## src/rtl/axi_tdd_counter.sv

```systemverilog
// -----------------------------------------------------------------------------
// axi_tdd_counter -- TDD frame timing counter.
//
// Waits for a sync event (external edge, software pulse or optional internal
// generator), optionally delays, then runs frames of (frame_length+1) cycles.
// A burst of N frames returns to ARMED; N=0 runs forever.
//
// Optional feature macro: AXI_TDD_SYNC_GEN_EN (internal periodic sync source).
//
// Ports:
//   clk, resetn            : clock, asynchronous active-low reset
//   tdd_enable             : level enable; low forces IDLE on the next cycle
//   tdd_sync               : external sync (already in clk domain), rising edge
//   tdd_sync_soft          : one-cycle software sync pulse
//   asy_tdd_*              : configuration, sampled only while IDLE
//   tdd_counter            : frame counter (registered)
//   tdd_cstate             : current FSM state (registered)
//   tdd_endof_frame        : high in the last cycle of each frame (registered)
//   tdd_sync_out           : one-cycle pulse per accepted sync event (registered)
// -----------------------------------------------------------------------------
package axi_tdd_pkg;
    typedef logic [1:0] state_t;
    localparam logic [1:0] ST_IDLE    = 2'd0;
    localparam logic [1:0] ST_ARMED   = 2'd1;
    localparam logic [1:0] ST_WAITING = 2'd2;
    localparam logic [1:0] ST_RUNNING = 2'd3;
endpackage

module axi_tdd_counter
    import axi_tdd_pkg::*;
#(
    parameter int unsigned REGISTER_WIDTH    = 32,
    parameter int unsigned BURST_COUNT_WIDTH = 32
) (
    input  logic                          clk,
    input  logic                          resetn,
    input  logic                          tdd_enable,
    input  logic                          tdd_sync,
    input  logic                          tdd_sync_soft,
    input  logic                          asy_tdd_sync_rst,
    input  logic [REGISTER_WIDTH-1:0]     asy_tdd_startup_delay,
    input  logic [REGISTER_WIDTH-1:0]     asy_tdd_frame_length,
    input  logic [BURST_COUNT_WIDTH-1:0]  asy_tdd_burst_count,
    input  logic [REGISTER_WIDTH-1:0]     asy_tdd_sync_period,
    output logic [REGISTER_WIDTH-1:0]     tdd_counter,
    output axi_tdd_pkg::state_t           tdd_cstate,
    output logic                          tdd_endof_frame,
    output logic                          tdd_sync_out
);

    localparam int unsigned RW = REGISTER_WIDTH;
    localparam int unsigned BW = BURST_COUNT_WIDTH;

    // Configuration shadow registers (track inputs while IDLE, frozen otherwise)
    logic          sync_rst_q;
    logic [RW-1:0] startup_delay_q;
    logic [RW-1:0] frame_length_q;
    logic [BW-1:0] burst_count_q;

    always_ff @(posedge clk or negedge resetn) begin
        if (!resetn) begin
            sync_rst_q      <= 1'b0;
            startup_delay_q <= '0;
            frame_length_q  <= '0;
            burst_count_q   <= '0;
        end else if (tdd_cstate == ST_IDLE) begin
            sync_rst_q      <= asy_tdd_sync_rst;
            startup_delay_q <= asy_tdd_startup_delay;
            frame_length_q  <= asy_tdd_frame_length;
            burst_count_q   <= asy_tdd_burst_count;
        end
    end

    // External sync edge detector
    logic tdd_sync_d;
    always_ff @(posedge clk or negedge resetn) begin
        if (!resetn) tdd_sync_d <= 1'b0;
        else         tdd_sync_d <= tdd_sync;
    end

    logic sync_gen_pulse_c;

`ifdef AXI_TDD_SYNC_GEN_EN
    // Free-running internal sync generator, active outside IDLE
    logic [RW-1:0] sync_period_q;
    logic [RW-1:0] sync_gen_cnt;

    always_ff @(posedge clk or negedge resetn) begin
        if (!resetn)                     sync_period_q <= '0;
        else if (tdd_cstate == ST_IDLE)  sync_period_q <= asy_tdd_sync_period;
    end

    assign sync_gen_pulse_c = (tdd_cstate != ST_IDLE) && (sync_period_q != '0) &&
                              (sync_gen_cnt == sync_period_q - RW'(1));

    always_ff @(posedge clk or negedge resetn) begin
        if (!resetn)                                              sync_gen_cnt <= '0;
        else if ((tdd_cstate == ST_IDLE) || (sync_period_q == '0)) sync_gen_cnt <= '0;
        else if (sync_gen_pulse_c)                                sync_gen_cnt <= '0;
        else                                                      sync_gen_cnt <= sync_gen_cnt + RW'(1);
    end
`else
    logic unused_sync_period;
    assign unused_sync_period = ^asy_tdd_sync_period;
    assign sync_gen_pulse_c   = 1'b0;
`endif

    logic sync_event_c;
    assign sync_event_c = (tdd_sync & ~tdd_sync_d) | tdd_sync_soft | sync_gen_pulse_c;

    // FSM state and counters
    state_t        state_nxt;
    logic [RW-1:0] counter_nxt;
    logic [RW-1:0] delay_cnt, delay_nxt;
    logic [BW-1:0] burst_cnt, burst_nxt;
    logic          sync_out_nxt;
    logic          eof_nxt;

    always_ff @(posedge clk or negedge resetn) begin
        if (!resetn) begin
            tdd_cstate      <= ST_IDLE;
            tdd_counter     <= '0;
            delay_cnt       <= '0;
            burst_cnt       <= '0;
            tdd_sync_out    <= 1'b0;
            tdd_endof_frame <= 1'b0;
        end else begin
            tdd_cstate      <= state_nxt;
            tdd_counter     <= counter_nxt;
            delay_cnt       <= delay_nxt;
            burst_cnt       <= burst_nxt;
            tdd_sync_out    <= sync_out_nxt;
            tdd_endof_frame <= eof_nxt;
        end
    end

    // Next-state / next-counter logic; disable overrides everything
    always_comb begin
        state_nxt    = tdd_cstate;
        counter_nxt  = tdd_counter;
        delay_nxt    = delay_cnt;
        burst_nxt    = burst_cnt;
        sync_out_nxt = 1'b0;

        if (!tdd_enable) begin
            state_nxt   = ST_IDLE;
            counter_nxt = '0;
            delay_nxt   = '0;
            burst_nxt   = '0;
        end else begin
            case (tdd_cstate)
                ST_IDLE: begin
                    state_nxt = ST_ARMED;
                end
                ST_ARMED: begin
                    if (sync_event_c) begin
                        sync_out_nxt = 1'b1;
                        counter_nxt  = '0;
                        delay_nxt    = '0;
                        if (startup_delay_q != '0) begin
                            state_nxt = ST_WAITING;
                        end else begin
                            state_nxt = ST_RUNNING;
                            burst_nxt = burst_count_q;
                        end
                    end
                end
                ST_WAITING: begin
                    if (delay_cnt == startup_delay_q - RW'(1)) begin
                        state_nxt   = ST_RUNNING;
                        counter_nxt = '0;
                        delay_nxt   = '0;
                        burst_nxt   = burst_count_q;
                    end else begin
                        delay_nxt = delay_cnt + RW'(1);
                    end
                end
                ST_RUNNING: begin
                    // A resync wins over the end-of-burst return to ARMED
                    if (sync_event_c && sync_rst_q) begin
                        counter_nxt  = '0;
                        burst_nxt    = burst_count_q;
                        sync_out_nxt = 1'b1;
                    end else if (tdd_endof_frame) begin
                        counter_nxt = '0;
                        if (burst_count_q != '0) begin
                            if (burst_cnt == BW'(1)) begin
                                state_nxt = ST_ARMED;
                                burst_nxt = '0;
                            end else begin
                                burst_nxt = burst_cnt - BW'(1);
                            end
                        end
                    end else begin
                        counter_nxt = tdd_counter + RW'(1);
                    end
                end
                default: begin
                    state_nxt   = ST_IDLE;
                    counter_nxt = '0;
                    delay_nxt   = '0;
                    burst_nxt   = '0;
                end
            endcase
        end

        // Frame config is frozen whenever the next state is RUNNING
        eof_nxt = (state_nxt == ST_RUNNING) && (counter_nxt == frame_length_q);
    end

endmodule

```

## config.mk

```make
export PLATFORM = sky130hd
export DESIGN_NAME = axi_tdd_counter
export DESIGN_NICKNAME = d
export VERILOG_FILES = /design/src/rtl/axi_tdd_counter.sv
export SDC_FILE = /design/constraint.sdc
export NUM_CORES = 1
export LEC_CHECK = 0
export ABC_AREA = 1
export BUFFER_PORTS_ARGS = -buffer_cell sky130_fd_sc_hd__buf_2
export CORE_UTILIZATION = 50
export DETAILED_ROUTE_END_ITERATION = 10
export PLACE_DENSITY = 0.79
export SETUP_SLACK_MARGIN = 0.3
export SKIP_CTS_REPAIR_TIMING = 1
export SLEW_MARGIN = 0
export SYNTH_ARGS = -nofsm -noshare
export SYNTH_HDL_FRONTEND = slang
export SYNTH_SLANG_ARGS = --single-unit
```

## constraint.sdc

```tcl
create_clock -name clk -period 4.36 [get_ports clk]
set_input_delay 0.218 -clock clk [delete_from_list [all_inputs] [get_ports clk]]
set_output_delay 0.218 -clock clk [all_outputs]
set_load 0.02 [all_outputs]
```

=== Word-level counts from Yosys, hierarchy flattened ===
Cells that the tools add are included.
W data, S select, Z words.

* Logic and storage cells: 71
* Output and inout port bits: 36
* Register bits after elaboration: 198
* Input port bits: 134

* Multiplexer cells: 32
* Reductions and logical operators: 7
* Add/sub/neg operators: 4
* Bitwise gates (word level): 3
* Equal/unequal tests: 14

{| class="wikitable"
|+ Operators with widths
! cell !! number
|-
| $mux W32 || 16
|-
| $pmux W32 S3 || 2
|-
| $add A32 B1 Y32 const B || 2
|-
| $eq A32 B32 Y1 || 2
|-
| $pmux W32 S2 || 1
|-
| $reduce_bool A32 Y1 || 2
|-
| $sub A32 B1 Y32 const B || 2
|-
| $eq A32 B1 Y1 const B || 1
|-
| $mux W2 || 7
|-
| $ne A3 B3 Y1 const B || 3
|-
| $ne A4 B4 Y1 const B || 2
|-
| $pmux W2 S4 || 1
|-
| $eq A2 B2 Y1 const B || 3
|-
| $reduce_and A6 Y1 || 1
|-
| $mux W1 || 4
|-
| $ne A4 B1 Y1 const B || 1
|-
| $ne A3 B1 Y1 const B || 1
|-
| $eq A2 B1 Y1 const B || 1
|-
| $logic_and A1 B1 Y1 || 2
|-
| $logic_not A2 Y1 || 1
|-
| $pmux W1 S2 || 1
|-
| $reduce_and A2 Y1 || 1
|-
| $and A1 B1 Y1 || 1
|-
| $not A1 Y1 || 1
|-
| $or A1 B1 Y1 || 1
|}

=== Depth between registers and ports, before layout ===
* Depth in word-level cells: 9
* Gate-level depth with buffers: 27
* Depth with buffers taken out: 26

=== Worst setup path before layout ===
Ideal clock, no wire load.

* Path kind: register to register
* Start: register startup_delay_q[0]
* End: register burst_cnt[17]
* Path buffers: 2
* Library setup time: 133 ps
* Period minus slack after synthesis: 2563 ps
* Data required time: 4227 ps
* Cell stages (with the launch flop): 20
* Data arrival time: 2430 ps
* Slack: 1797 ps
* Path through: dfrtp_1 inv_2 ha_1 nand2_1 nor2_1 nand3_1 nor2_1 nand2_1 nand2_1 inv_1 nor2_1 nand2_1 nor2_2 nand3_4 nand2_1 inv_2 nor4_4 buf_4 buf_4 o22ai_1

* Word-level cells in the longest chain between the ends: 4
* Elaborated cells between the ends (all ways): 6
* Those cells by class: add/sub: 1; eq/ne: 3; reduce/logical: 2

{| class="wikitable"
|+ RTL lines
! item !! RTL line !! source
|-
| start: declaration || 56 || <nowiki>logic [RW-1:0] startup_delay_q;</nowiki>
|-
| start signal: assignment || 68 || <nowiki>startup_delay_q <= asy_tdd_startup_delay;</nowiki>
|-
| $sub A32 B1 Y32 || 169 || <nowiki>if (delay_cnt == startup_delay_q - RW'(1)) begin</nowiki>
|-
| $eq A32 B32 Y1 || 169 ||
|-
| $ne A3 B3 Y1 (no line) || n/a ||
|-
| $reduce_and A6 Y1 (no line) * || n/a ||
|-
| end signal: assignment || 131 || <nowiki>burst_cnt <= burst_nxt;</nowiki>
|-
| end: declaration || 115 || <nowiki>logic [BW-1:0] burst_cnt, burst_nxt;</nowiki>
|}

Mark *: on every way between the ends. The rest lies on a longest branch, timed or not.
A chain may end at the register's enable or synchronous reset.

=== Worst setup path in the final report ===
* Start: register startup_delay_q[0]
* End: register burst_cnt[9]

The elaborated chain is that of the path after synthesis.

==> results.cfg <==
[floorplan]
core_area_um2 = 25400
dieArea_um2 = 26800
num_rows = 58
initial_utilization = 0.5148
ios = 170
die_y_um = 163.7
die_w_um = 163.7

[placement]
dp_slack_ps = 750.7
gp_congestion = 0.9507
post-dp-hpwl_mm = 27.28
portBuffers = 137
dpl.cell_count = 2321

[worst_hold_path]
hold_depth = 3
hold_end = startup_delay_q[29]
hp-start = asy_tdd_startup_delay[29]
hold_class = input pin to flip-flop

[finish]
nets = 2187
final_cells = 2391
final_core_util = 0.5910
fillCellCount = 2351
layout_commonest_cell = nand2_1
drive_gt1_frac = 0.1281
antenna_cells = 0
synthToLayoutAreaGrowth_pct = 14.79
final_cell_mix = nand2_1 (502), inv_1 (258), nor2_1 (212), dfrtp_1 (198), nand3_1 (148)

[sta]
setup_viol = 0
timing.hold.ws_ps = -35.10
worst_pin_slew_ps = 1020
max_freq_mhz = 269.0
relSlewSlack = 0.3022
fin_skew_ps = 14.77
grt_setup_unrepaired = no
setup_slack_ps = 643.2
setup_tns_ps = 0
hold_violations = 28
finalWorstPathRequiredPeriod_ps = 3717
drv_slew = 0
finalCritPeriodShare = 0.8525

[critical_path]
r2r-end = burst_cnt[9]
rrSetupSlack_ps = 640
critPathKind = flip-flop to flip-flop
critPathArrivalTime_ps = 4080
crit_fanout = 49
required_ps = 4720
r2r_start = startup_delay_q[0]
critPathLaunchType = flip-flop
end_kind = flip-flop
reg2regPathDepth = 19

[global_route]
grt_overflow = 0
grt_pass1_vias = 12380
grt_max_degree = 205
grtUsageTotal = 0.2867
grt_first_pass_wirelength_mm = 61.09
antenna_found_initial = 0

[status]
status = complete, but fails checks
violations = negative hold slack

[clock_network]
clockBufferDepth = 2
cts.sinks = 198
clkLatencyLatePin_ps = 450
path_clk_slew_ps = 80
htree_levels = 4
cts-root-buf = clkbuf_16
cts_made_buffers = 17
tritoncts = yes

[logic_synthesis]
synth_edf_count = 0
avgSynthCellArea_um2 = 6.857
syn_inst = 1907
synth_compound_gate_area_share = 0.1098
synth_nets = 2046
ys.flop_type = dfrtp_1
synth_top_family_by_area = simple AND/OR/NAND/NOR gates
syn_area_um2 = 13080
synth.mux.area_fraction = 0
synth_xor_area_frac = 0.04956
ys_async_sr_fraction = 1.000
yosys.cell_types.count = 59
ys_seq_area_frac = 0.3789
ys_ff_latch = 198
yosys_warnings = 0
synthAdderAreaFrac = 0.004784
synthSimpleGateAreaFrac = 0.3539

[route]
drt_wl_total_mm = 38.03
drtIter0Drc = 1402
num_vias = 13200
drc = 0
ant_nets = 0
routedWlPerCell_um = 15.90
vias_per_cell = 5.520
drt-pass1-iter-count = 5

[power_and_ir_drop]
p_per_area_nw_per_um2 = 393.1
vdd_drop_max_v = 0.0002986
power.leakage_nw = 7.411

[run]
cap_violations = 0
## through the flow
step | instance area, µm² | hold WS, ps | total power [W]
2_1_floorplan | 13080 | -77.59 | 0.003650
3_3_place_gp | 14010 | 407.4 | 0.004136
3_5_place_dp | 14010 | 411.8 | 0.004196
4_1_cts | 14630 | -54.27 | 0.005859
5_1_grt | 15010 | 0.3537 | 0.006255
6_report | 15010 | -35.10 | 0.005901
## power by group
| group | leakage (nW) | switching (W) | internal (W) |
|---|---|---|---|
| sequential | 2.54 | 0.000314 | 0.00211 |
| clock | 0.304 | 0.000821 | 0.000845 |
| combinational | 4.57 | 0.00120 | 0.000614 |
## sequential cells by signal, summed over array words and instances (netlist names)
name and flops:
delay_cnt 32, burst_count_q 32, tdd_sync_out 1, burst_cnt 32, sync_rst_q 1, tdd_endof_frame 1, tdd_sync_d 1, tdd_counter 32
frame_length_q 32, startup_delay_q 32, tdd_cstate 2
## critical path, stage by stage, from the launching register on
cell      delay [ps]
dfrtp_1          420
inv_2            100
ha_1             240
nand2_1          110
nor2_1           210
nand3_1          190
nor2_1           130
nand2_1           50
nand2_1           90
inv_1             40
nor2_1            80
nand2_1           60
nor2_2           180
nand3_4          400
nand2_1          270
inv_2            140
nor4_4           140
buf_4            470
o211ai_1         160
o21ai_0          110
## per-layer routing
metal  part of all wire  global-route usage  up-vias
li1                   -                   -     6404
met1               0.45              0.4025     6167
met2               0.45              0.4486      557
met3              0.081             0.05126       70
met4              0.023             0.08880        0
met5                  0                   0        -
## synthesized netlist by cell type (6+ instances only)
library cell,n,area share
xnor2_1,16,0.011
a32oi_1,8,0.0054
o21ai_0,115,0.044
inv_2,14,0.0040
inv_1,258,0.074
nand4_1,34,0.016
a21oi_1,51,0.020
o21bai_1,6,0.0034
nor2_4,9,0.0078
xor2_1,58,0.039
nand3b_1,8,0.0046
nand2_2,11,0.0053
dfrtp_1,198,0.38
nor2_2,22,0.011
buf_2,9,0.0034
nor3_1,39,0.015
nor2_1,213,0.061
nand2_1,502,0.14
clkbuf_1,44,0.013
a31oi_1,8,0.0038
buf_1,7,0.0020
nand3_1,148,0.057
o22ai_1,32,0.015
nor4_1,23,0.011
## worst max-delay path by stage
stage	from	endpoint	cells after the start
after global routing	startup_delay_q[1]	burst_cnt[9]	17
after floorplan	startup_delay_q[0]	burst_cnt[17]	19
final	startup_delay_q[0]	burst_cnt[9]	19
after global placement	startup_delay_q[0]	burst_cnt[9]	17
after detailed placement	startup_delay_q[0]	burst_cnt[9]	19
after CTS	startup_delay_q[0]	burst_cnt[9]	19
## cell families after synthesis
logic type / after synthesis
buffers and inverters: 344
DFF: 198
adders and majority gates: 5
and+or+nand+nor: 1035
xor gates and xnor gates: 74
AOI/OAI and AO/OA: 251
## area by class of cell
cell class	instances	area, µm²	area share
multi-input combinational	1365	6783	0.4519
sequential	198	4955	0.3301
timing repair buffer	190	1200	0.07994
inverter	276	1039	0.06918
clock buffer	18	439.2	0.02926
tap	330	412.9	0.02751
clock inverter	14	182.7	0.01217
Power figures use the tool's default switching activity.
